### src/rtl/uart_rx_hex_display_if.sv
// uart_rx_hex_display_if: receiver-side strobes in, digit and LED outputs back
interface uart_rx_hex_display_if;
  logic [7:0]  rx_data;
  logic        rx_valid;
  logic        rx_err;
  logic        show_count;
  logic        clear;
  logic [23:0] hex_digits;
  logic [5:0]  digit_en;
  logic        act_led;
  logic        err_led;
  modport master (
    output rx_data, rx_valid, rx_err, show_count, clear,
    input  hex_digits, digit_en, act_led, err_led
  );
  modport slave (
    input  rx_data, rx_valid, rx_err, show_count, clear,
    output hex_digits, digit_en, act_led, err_led
  );
endinterface

### src/rtl/uart_rx_hex_display.sv
// uart_rx_hex_display: byte history, rx/error counters and LEDs for six hex digits
module uart_rx_hex_display #(
  parameter int CLK_HZ = 50000000,
  parameter int ACT_MS = 50,
  parameter int CNT_W  = 16
) (
  input logic                  clk,
  input logic                  rst,
  uart_rx_hex_display_if.slave bus
);
  localparam int ACT_RAW    = (CLK_HZ / 1000) * ACT_MS;
  localparam int ACT_CYCLES = ACT_RAW < 1 ? 1 : ACT_RAW;
  localparam int AW         = $clog2(ACT_CYCLES + 1);
  typedef enum logic [1:0] {EMPTY, ONE, TWO, FULL} fill_t;
  fill_t            fill, fill_nx;
  logic [7:0]       b0, b1, b2, b0_nx, b1_nx, b2_nx;
  logic [CNT_W-1:0] byte_cnt, byte_cnt_nx;
  logic [7:0]       err_cnt, err_cnt_nx;
  logic [AW-1:0]    act_cnt, act_cnt_nx;
  logic             err_nx, acc, er;
  logic [23:0]      hex_nx;
  logic [5:0]       en_nx;
  // Next state of history, counters and one-shot; outputs derive from next state so they land with it
  always_comb begin
    acc         = bus.rx_valid & ~bus.rx_err;
    er          = bus.rx_valid & bus.rx_err;
    fill_nx     = acc && fill != FULL ? fill_t'(fill + 2'd1) : fill;
    b0_nx       = acc ? bus.rx_data : b0;
    b1_nx       = acc ? b0 : b1;
    b2_nx       = acc ? b1 : b2;
    byte_cnt_nx = acc ? byte_cnt + 1'b1 : byte_cnt;
    err_cnt_nx  = er && err_cnt != 8'hff ? err_cnt + 8'd1 : err_cnt;
    err_nx      = bus.err_led | er;
    act_cnt_nx  = acc ? AW'(ACT_CYCLES) : act_cnt != '0 ? act_cnt - 1'b1 : act_cnt;
    hex_nx      = bus.show_count ? {err_cnt_nx, byte_cnt_nx[15:0]} : {b2_nx, b1_nx, b0_nx};
    en_nx       = bus.show_count ? 6'h3f :
                  {{2{fill_nx == FULL}}, {2{fill_nx >= TWO}}, {2{fill_nx != EMPTY}}};
  end
  // State and registered outputs; clear behaves exactly like rst and drops a same-cycle byte
  always_ff @(posedge clk) begin
    if (rst || bus.clear) begin
      fill           <= EMPTY;
      b0             <= '0;
      b1             <= '0;
      b2             <= '0;
      byte_cnt       <= '0;
      err_cnt        <= '0;
      act_cnt        <= '0;
      bus.err_led    <= 1'b0;
      bus.hex_digits <= '0;
      bus.digit_en   <= '0;
      bus.act_led    <= 1'b0;
    end else begin
      fill           <= fill_nx;
      b0             <= b0_nx;
      b1             <= b1_nx;
      b2             <= b2_nx;
      byte_cnt       <= byte_cnt_nx;
      err_cnt        <= err_cnt_nx;
      act_cnt        <= act_cnt_nx;
      bus.err_led    <= err_nx;
      bus.hex_digits <= hex_nx;
      bus.digit_en   <= en_nx;
      bus.act_led    <= act_cnt_nx != '0;
    end
  end
endmodule

### src/flat_wrapper.sv
// flat-port wrapper written by rule: the top's interface ports become plain ports
module uart_rx_hex_display_flat 
#(
  parameter int CLK_HZ = 50000000,
  parameter int ACT_MS = 50,
  parameter int CNT_W  = 16
)
  (clk, rst, bus_rx_data, bus_rx_valid, bus_rx_err, bus_show_count, bus_clear, bus_hex_digits, bus_digit_en, bus_act_led, bus_err_led);
  uart_rx_hex_display_if bus_i ();
  input logic clk;
  input logic rst;
  input wire logic [$bits(bus_i.rx_data)-1:0] bus_rx_data;
  input wire logic [$bits(bus_i.rx_valid)-1:0] bus_rx_valid;
  input wire logic [$bits(bus_i.rx_err)-1:0] bus_rx_err;
  input wire logic [$bits(bus_i.show_count)-1:0] bus_show_count;
  input wire logic [$bits(bus_i.clear)-1:0] bus_clear;
  output wire logic [$bits(bus_i.hex_digits)-1:0] bus_hex_digits;
  output wire logic [$bits(bus_i.digit_en)-1:0] bus_digit_en;
  output wire logic [$bits(bus_i.act_led)-1:0] bus_act_led;
  output wire logic [$bits(bus_i.err_led)-1:0] bus_err_led;
  assign bus_i.rx_data = bus_rx_data;
  assign bus_i.rx_valid = bus_rx_valid;
  assign bus_i.rx_err = bus_rx_err;
  assign bus_i.show_count = bus_show_count;
  assign bus_i.clear = bus_clear;
  assign bus_hex_digits = bus_i.hex_digits;
  assign bus_digit_en = bus_i.digit_en;
  assign bus_act_led = bus_i.act_led;
  assign bus_err_led = bus_i.err_led;
  uart_rx_hex_display #(.CLK_HZ(CLK_HZ), .ACT_MS(ACT_MS), .CNT_W(CNT_W)) u_core (.clk(clk), .rst(rst), .bus(bus_i));
endmodule
### config.mk
export PLATFORM = sky130hd
export DESIGN_NAME = uart_rx_hex_display_flat
export DESIGN_NICKNAME = d
export VERILOG_FILES = /design/src/rtl/uart_rx_hex_display_if.sv /design/src/rtl/uart_rx_hex_display.sv /design/src/flat_wrapper.sv
export SDC_FILE = /design/constraint.sdc
export NUM_CORES = 1
export LEC_CHECK = 0
export CAP_MARGIN = 20
export CORE_MARGIN = 1
export CORE_UTILIZATION = 55
export DETAILED_ROUTE_END_ITERATION = 7
export GPL_TIMING_DRIVEN = 1
export PLACE_DENSITY = 0.88
export SETUP_SLACK_MARGIN = 0.1
export SKIP_CTS_REPAIR_TIMING = 1
export SYNTH_ARGS = -nofsm -noshare
export SYNTH_HDL_FRONTEND = slang
export SYNTH_SLANG_ARGS = --single-unit
### constraint.sdc
create_clock -name clk -period 3.8 [get_ports clk]
set_input_delay 0.38 -clock clk [delete_from_list [all_inputs] [get_ports clk]]
set_output_delay 0.38 -clock clk [all_outputs]
set_load 0.03 [all_outputs]
* After elaboration in Yosys (flattened, before gate mapping)
Cells that the tools add are included.
Cells by class: add/sub/neg operators 4, order comparisons 1, equal/unequal tests 3, multiplexer cells 10, bitwise logic cells 4, reductions and logical operators 6
Operators with widths (number):
- 22-bit two-way mux | 2
- 22-bit nonzero test | 2
- 8-bit two-way mux | 4
- 24-bit two-way mux | 1
- 22-bit by 1-bit subtractor with 22-bit output (second input constant) | 1
- 16-bit by 1-bit adder with 16-bit output (second input constant) | 1
- 16-bit two-way mux | 1
- 8-bit by 1-bit adder with 8-bit output (second input constant) | 1
- 8-bit inequality test (second input constant) | 1
- 6-bit two-way mux | 1
- 2-bit by 1-bit adder with 2-bit output (second input constant) | 1
- 1-bit AND | 2
- 2-bit equality test (second input constant) | 1
- 2-bit greater-or-equal comparator (second input constant) | 1
- 1-bit logical AND | 2
- 2-bit two-way mux | 1
- 2-bit inequality test (second input constant) | 1
- 2-bit nonzero test | 1
- 1-bit logical OR | 1
- 1-bit NOT | 1
- 1-bit bitwise OR | 1
Storage, ports and cells: flip-flop bits (word level) 104, output and inout port bits 32, logic and storage cells 39

* Depth between registers and ports, before layout
Gate-level depths: netlist of the first run.
depth in word-level cells 6, gate-level depth with buffers 9, mapped depth without buffers 9

* Worst setup path before layout of the first run
Ideal clock, no wire load.
path kind flip-flop to flip-flop, from register u_core.act_cnt[0], to register u_core.bus.act_led, setup time 0.125 ns, data arrival time 2.064 ns, required time 3.675 ns, path slack 1.611 ns, cell stages (with the launch flop) 10, cells stage by stage dfxtp_1 > inv_1 > ha_1 > nor3b_1 > nand3_2 > nor3_1 > mux2i_1 > nand2_1 > nor4_2 > a31oi_1
On the way: word-level cells in the longest chain between the ends 4, elaborated cells on any way between the ends 5
Ends and longest elaborated chain:
- start, declared | line uart_rx_hex_display.sv:19 | logic [AW-1:0] act_cnt, act_cnt_nx;
- start signal, assigned | line uart_rx_hex_display.sv:60 | act_cnt <= act_cnt_nx;
- 22-bit by 1-bit subtractor with 22-bit output / 22-bit nonzero test (equally long branches) | line uart_rx_hex_display.sv:34 | act_cnt_nx = acc ? AW'(ACT_CYCLES) : act_cnt != '0 ? act_cnt - 1'b1 : act_cnt;
- 22-bit two-way mux * (2 in a row) | line uart_rx_hex_display.sv:34
- 22-bit nonzero test * | line uart_rx_hex_display.sv:64 | bus.act_led <= act_cnt_nx != '0;
- end signal, assigned | line uart_rx_hex_display.sv:52 | bus.act_led <= 1'b0;
- end signal, assigned | line uart_rx_hex_display.sv:64
- end, declared | line uart_rx_hex_display_if.sv:18 | output hex_digits, digit_en, act_led, err_led
Every way passes the cells marked *; elsewhere a longest branch is shown, timed or not. A chain may end at the register's enable or synchronous reset.

* Worst setup path in the final report of the first run
Ends and elaborated chain as after synthesis.

==> results_dict.tcl, run 1 <==
set metrics [dict create \
    postSynthNetCount 487 \
    clk_latency_ps 370 \
    num_rows 31 \
    max_slew_margin_pct 32.2 \
    clock-root-buffer "sky130_fd_sc_hd__clkbuf_8" \
    min_period_over_period_pct 67.5 \
    yosys-top-cells-area "sky130_fd_sc_hd__dfxtp_1, sky130_fd_sc_hd__a21oi_1, sky130_fd_sc_hd__nor2_1, sky130_fd_sc_hd__nand2_1, sky130_fd_sc_hd__xor2_1" \
    routed_wire_length_per_instance_um 14.2 \
    powerDensity_nw_per_um2 532 \
    viasPerCell 5.51 \
    clockBufferDepth 2 \
    layout.nets 522 \
    cts_max_level 3 \
    share_comb_of_total_power_pct 29.0 \
    grt_first_pass_wirelength_um 14200 \
    cts_inserted_buffers 9 \
    post_synth_num_cell_types 49 \
    pwr-share-seq_pct 46.4 \
    placeableCoreArea_sq_um 7210 \
    holdCritPathClass "reg -> reg" \
    timing.setup.tns_ps 0 \
    floorplan.io_pins 46 \
    routed_wirelength_um 8640 \
    worst_path_largest_cell_delay_ps 540 \
    postLayoutSetupSlackWorst_ps 1240 \
    cellInternalPower_uw 1670 \
    fin_hold_viols 0 \
    finalWeightedCongestion 0.875 \
    synth_seq_cells 101 \
    total_leakage_power_uw 0.00169 \
    post-dp-hpwl_um 6040 \
    drc 2 \
    die_y_um 88.3 \
    yosysWarningCount 0 \
    synthArstFlopShare_pct 0 \
    sw_frac_of_total_pct 33.7 \
    timing.clock.skew_ps 13.1 \
    timing_worst_slew_pin_value_ps 1020 \
    power.switching_uw 848 \
    max_freq_mhz 390 \
    synthToLayoutAreaGrowth_pct 15.4 \
    clk_transition_reported_paths_ps 100 \
    overflow 0 \
    grt_setup_unrepaired "false" \
    portBuffers 45 \
    max-cap-violations 0 \
    syn-cell-area_sq_um 4100 \
    grt_start_max_net_pins 53 \
    status "complete, but fails checks" \
    synth_most_common_cell "sky130_fd_sc_hd__dfxtp_1" \
    crit_path_cell_trace "inv_1 -> ha_1 -> nor3b_1 -> nand3_2 -> nor3_1 -> mux2i_1 -> nand2_1 -> nor4_2 -> a31oi_1" \
    synth-edff-count 0 \
    post_synthesis_sequential_area_ratio_pct 49.3 \
    dpl_worst_slack_ps 1270 \
    detail_route.iter0.violations 234 \
    critical_path.n_buffers_inverters 1 \
    die_area_sq_um 7800 \
    finalHoldWorstSlack_ps 477 \
    initial_core_util_pct 56.8 \
    worst_setup_path_start_kind "flip-flop" \
    initial_antenna_violation_count 0 \
    setup_crit_path_kind "reg -> reg" \
    finalSetupViolCount 0 \
    avgSynthCellArea_sq_um 8.74 \
    dominantRegCellSynth "sky130_fd_sc_hd__dfxtp_1" \
    die_w_um 88.3 \
    ys_top_cells_by_count "sky130_fd_sc_hd__dfxtp_1, sky130_fd_sc_hd__nor2_1, sky130_fd_sc_hd__nand2_1" \
    drt_pre_antenna_iters 6 \
    critical_path.max_fanout 5 \
    diodes 0 \
    setup.reg_to_reg.worst_slack_ps 1240 \
    timing.critical_path.required_ps 4050 \
    critical-path-slowest-cell "sky130_fd_sc_hd__nor3b_1" \
    top_family_by_delay_on_critical_path "simple AND/OR/NAND/NOR gates" \
    vias_in_the_first_global_route 3120 \
    final_layout_size_suffix_gt1_share_pct 7.66 \
    synthDominantAreaCellType "sky130_fd_sc_hd__dfxtp_1" \
    area_share_of_the_largest_cell_type_after_synthesis_pct 49.3 \
    critPathArrivalTime_ps 2810 \
    slew_viol_final 0 \
    share_clk_of_total_power_pct 24.5 \
    synth_cells 469 \
    post-route-util_pct 65.6 \
    failed_checks "design-rule violations" \
    min_period_ps 2560 \
    count_of_clock_tree_sinks 101 \
    worst_vdd_drop_mv 0.322 \
    grt_use_total_pct 23.7 \
    tritoncts "yes" \
    cp-end-kind "flip-flop" \
    detailroute.via_count 3350 \
    route.antenna.remaining_nets 0 \
]
## per-layer routing
layer,GRT usage [%],part of all wire (%),wire (um),vias up
li1,-,-,-,1649
met2,38.5,48,4150,110
met5,0,0,0,-
met1,30.5,44,3760,1571
met4,8.80,2.1,181,0
met3,5.97,6.3,544,20
## metrics by stage
step | area (sq um) | power [uW] | cells
after global routing | 4730 | 2660 | 608
final | 4730 | 2520 | 608
after detailed placement | 4560 | 1910 | 592
after floorplan | 4100 | 1760 | 469
after CTS | 4730 | 2530 | 608
after global placement | 4560 | 1890 | 592
## state kept, by name, summed over array words and instances (netlist names)
register,count
u_core.act_cnt,22
u_core.bus.digit_en,3
u_core.b1,8
u_core.err_cnt,8
u_core.fill,2
u_core.bus.err_led,1
u_core.b2,8
u_core.bus.hex_digits,24
u_core.bus.act_led,1
u_core.b0,8
u_core.byte_cnt,16
## worst min-delay path: cells and delay by family (launching register included)
family	cells	cell delay, ps
AND/OR/NAND/NOR	1	50
flip-flops	1	310
AO/OA/AOI/OAI	1	70
## power groups by stage
stage | Sequential (uW) | Combinational [uW] | Clock (uW)
5_1_grt | 1180 | 801 | 677
6_report | 1170 | 731 | 619
3_5_place_dp | 1190 | 722 | 0
3_3_place_gp | 1190 | 701 | 0
2_1_floorplan | 1200 | 561 | 0
4_1_cts | 1170 | 727 | 631
## cells by family (layout without fill, tap and decap cells)
group	count (synthesis)	after routing	share of synthesized area [%]
xor+xnor	32	32	6.84
compound gates	82	82	11.4
flops	101	101	49.3
mux	7	7	1.77
buf+inv	30	70	4.12
simple gates	213	213	25.3
fa+ha+maj	4	4	1.22
## layout by cell type, fill, tap and decap left out, types with 9 or more instances in the layout
| cell type | synthesis | routed |
|---|---|---|
| sky130_fd_sc_hd__a21oi_1 | 61 | 61 |
| sky130_fd_sc_hd__clkbuf_8 | 3 | 10 |
| sky130_fd_sc_hd__clkdlybuf4s50_1 | 0 | 45 |
| sky130_fd_sc_hd__dfxtp_1 | 101 | 101 |
| sky130_fd_sc_hd__nand2_1 | 70 | 70 |
| sky130_fd_sc_hd__nor2_1 | 74 | 74 |
| sky130_fd_sc_hd__nor3_1 | 9 | 9 |
| sky130_fd_sc_hd__xnor2_1 | 13 | 13 |
| sky130_fd_sc_hd__xor2_1 | 19 | 19 |
## cell type report
| class | instances | area [sq um] |
|---|---|---|
| inverter | 5 | 18.8 |
| clock inverter | 4 | 31.3 |
| sequential | 101 | 2020 |
| clock buffer | 12 | 145 |
| multi-input combinational | 338 | 1910 |
| tap | 99 | 124 |
| timing repair buffer | 49 | 480 |
| fill | 601 | 2480 |
## path summary, 6_finish.rpt
path                           startpoint                             to  cells after the start
min               u_core.b2[2]$_SDFF_PP0_        u_core.b2[2]$_SDFF_PP0_                      2
min reg2reg       u_core.b2[2]$_SDFF_PP0_        u_core.b2[2]$_SDFF_PP0_                      2
max          u_core.act_cnt[0]$_SDFF_PP0_  u_core.bus.act_led$_SDFF_PP0_                      9
max reg2reg  u_core.act_cnt[0]$_SDFF_PP0_  u_core.bus.act_led$_SDFF_PP0_                      9
Note: power is estimated with default switching activity, not from simulation.
==> run 2: changes to the inputs <==
CORE_UTILIZATION = 50   (was 55)
PLACE_DENSITY = 0.85   (was 0.88)
clock period = 2.22 ns   (was 3.8 ns; I/O delays follow)
==> run 2 against run 1 <==
  * The run now ends clean
  * Final area up 5.2%
  * Clock power up 92%
  * Die area up 9.8%
  * Power up 86%
  * Sequential share of layout area down 2.0 points
  * Non-clock buffer count up 15
  * Cell count up 3.0%
  * Fmax up 24%
  * Clock-buffer cell count down 2
  * Critical path depth down 1
  * Highest routed layer unchanged
==> results_dict.tcl, run 2 (synthesized netlist as in run 1, its figures left out) <==
set metrics [dict create \
    powerDensity_nw_per_um2 939 \
    power.switching_uw 1530 \
    clk_latency_ps 360 \
    cp-end-kind "flip-flop" \
    status "finished clean" \
    count_of_clock_tree_sinks 101 \
    placedCellCount 603 \
    layout.nets 537 \
    slew_viol_final 0 \
    grt_setup_unrepaired "true" \
    viasPerCell 5.41 \
    postLayoutSetupSlackWorst_ps 147 \
    critPathArrivalTime_ps 2320 \
    grt_start_max_net_pins 41 \
    post-dp-hpwl_um 6170 \
    r2r_cells 8 \
    max_freq_mhz 482 \
    registers.top_by_ff_count "u_core.bus.hex_digits" \
    timing.clock.skew_ps 6.55 \
    drt_pre_antenna_iters 4 \
    timing.setup.tns_ps 0 \
    die_area_sq_um 8560 \
    setup.reg_to_reg.worst_slack_ps 150 \
    setup_crit_path_kind "reg -> reg" \
    critical-path-slowest-cell "sky130_fd_sc_hd__nor4_4" \
    detailroute.via_count 3384 \
    overflow 0 \
    placeableCoreArea_sq_um 7850 \
    grt_use_total_pct 22.2 \
    share_clk_of_total_power_pct 25.5 \
    final_layout_size_suffix_gt1_share_pct 13.4 \
    fin_hold_viols 0 \
    die_y_um 92.5 \
    timing.critical_path.required_ps 2470 \
    detail_route.iter0.violations 240 \
    initial_core_util_pct 52.2 \
    critical_path.max_fanout 5 \
    cts_max_level 3 \
    routed_wire_length_per_instance_um 14.5 \
    floorplan.io_pins 46 \
    total_leakage_power_uw 0.00181 \
    finalSetupViolCount 0 \
    synthToLayoutAreaGrowth_pct 21.5 \
    initial_antenna_violation_count 0 \
    reg2reg_from "u_core.act_cnt[11]$_SDFF_PP0_" \
    crit_path_cell_trace "nor4_4 -> buf_4 -> nand4_1 -> nor4_2 -> xor2_1 -> nor2_1 -> and4_1 -> a31oi_1" \
    drc 0 \
    routed_wirelength_um 9070 \
    clockBufferDepth 2 \
    max-cap-violations 0 \
    finalHoldWorstSlack_ps 416 \
    dpl_worst_slack_ps 72.2 \
    sw_frac_of_total_pct 32.8 \
    pwr-share-seq_pct 43.0 \
    max_slew_margin_pct 67.1 \
    clock-root-buffer "sky130_fd_sc_hd__clkbuf_8" \
    holdCritPathClass "in -> reg" \
    cellInternalPower_uw 3140 \
    tritoncts "yes" \
    clk_transition_reported_paths_ps 90 \
    top_regs "u_core.bus.hex_digits (24), u_core.act_cnt (22), u_core.byte_cnt (16)" \
    highest_count_cells_in_the_layout_ignoring_fill_and_taps "sky130_fd_sc_hd__dfxtp_1, sky130_fd_sc_hd__nor2_1, sky130_fd_sc_hd__nand2_1" \
    route.antenna.remaining_nets 0 \
    worst_setup_path_start_kind "flip-flop" \
    source_of_the_worst_hold_timing_path "bus_rx_data[0]" \
    share_comb_of_total_power_pct 31.5 \
    portBuffers 45 \
    largest_reg_flops 24 \
    die_w_um 92.5 \
    critical_path.reg2reg.endpoint "u_core.bus.act_led$_SDFF_PP0_" \
    timing.hold.worst_endpoint "u_core.b0[0]$_SDFF_PP0_" \
    worst_hold_path.num_cells 3 \
    timing_worst_slew_pin_value_ps 492 \
    finalWeightedCongestion 0.900 \
    diodes 0 \
    vias_in_the_first_global_route 3355 \
    total_power_uw 4680 \
    worst_vdd_drop_mv 0.448 \
    layout_commonest_cell "sky130_fd_sc_hd__dfxtp_1" \
    min_period_over_period_pct 93.4 \
    worst_path_largest_cell_delay_ps 420 \
    cts_inserted_buffers 9 \
    min_period_ps 2070 \
    grt_first_pass_wirelength_um 14900 \
    num_rows 32 \
    finalNonFillerCells 626 \
]
==> run 2: cell types whose count changed in the layout (fill, tap and decap cells not counted), sizes merged <==
cell    previous run  this run
clkinv             2         3
clkbuf            12        10
buf                4        19
bufinv             0         1
==> run 2: worst max-delay path, delay by kind of cell, from the launching register on <==
family          cells  cell delay, ps
compound gates      1              80
xor+xnor            1             100
buf+inv             1             190
flops               1             380
simple gates        5            1210
==> run 2: area by class of cell <==
type / instances / area, sq um
clock buffer: 10 / 138
clock inverter: 6 / 68.8
fill: 657 / 2870
inverter: 5 / 18.8
multi-input combinational: 338 / 1960
sequential: 101 / 2030
tap: 102 / 128
timing repair buffer: 64 / 634
==> run 2: per-stage QoR <==
| stage | instance area (sq um) | util, % |
|---|---|---|
| after floorplan | 4100 | - |
| after global placement | 4660 | 59.4 |
| after detailed placement | 4660 | 59.4 |
| after CTS | 4870 | 62.0 |
| after global routing | 4980 | 63.5 |
| final | 4980 | 63.5 |
==> run 2: routing by layer <==
| layer | vias up | part of all wire, % | global-route usage (%) | wire (um) |
|---|---|---|---|---|
| li1 | 1678 | - | - | - |
| met1 | 1594 | 44 | 25.7 | 3990 |
| met2 | 90 | 49 | 38.4 | 4460 |
| met3 | 22 | 4.6 | 5.99 | 421 |
| met4 | 0 | 2.2 | 9.38 | 204 |
| met5 | - | 0 | 0 | 0 |
==> run 2: worst max path at each step <==
stage | start | to | slack (ps) | cells after the start
floorplan | u_core.act_cnt[0]$_SDFF_PP0_ | u_core.bus.act_led$_SDFF_PP0_ | 190 | 9
global placement | u_core.act_cnt[0]$_SDFF_PP0_ | u_core.bus.act_led$_SDFF_PP0_ | 170 | 9
detailed placement | u_core.act_cnt[0]$_SDFF_PP0_ | u_core.bus.act_led$_SDFF_PP0_ | 70 | 9
CTS | u_core.act_cnt[0]$_SDFF_PP0_ | u_core.bus.act_led$_SDFF_PP0_ | 50 | 9
global route | u_core.act_cnt[0]$_SDFF_PP0_ | u_core.bus.act_led$_SDFF_PP0_ | 30 | 10
finish | u_core.act_cnt[11]$_SDFF_PP0_ | u_core.bus.act_led$_SDFF_PP0_ | 150 | 8
==> run 2: power by group through the flow <==
stage | logic, uW | clock network, uW | registers (uW)
6_report | 1470 | 1190 | 2010
5_1_grt | 1610 | 1300 | 2020
3_3_place_gp | 1280 | 0 | 2030
4_1_cts | 1310 | 1210 | 2000
3_5_place_dp | 1300 | 0 | 2040
2_1_floorplan | 963 | 0 | 2050
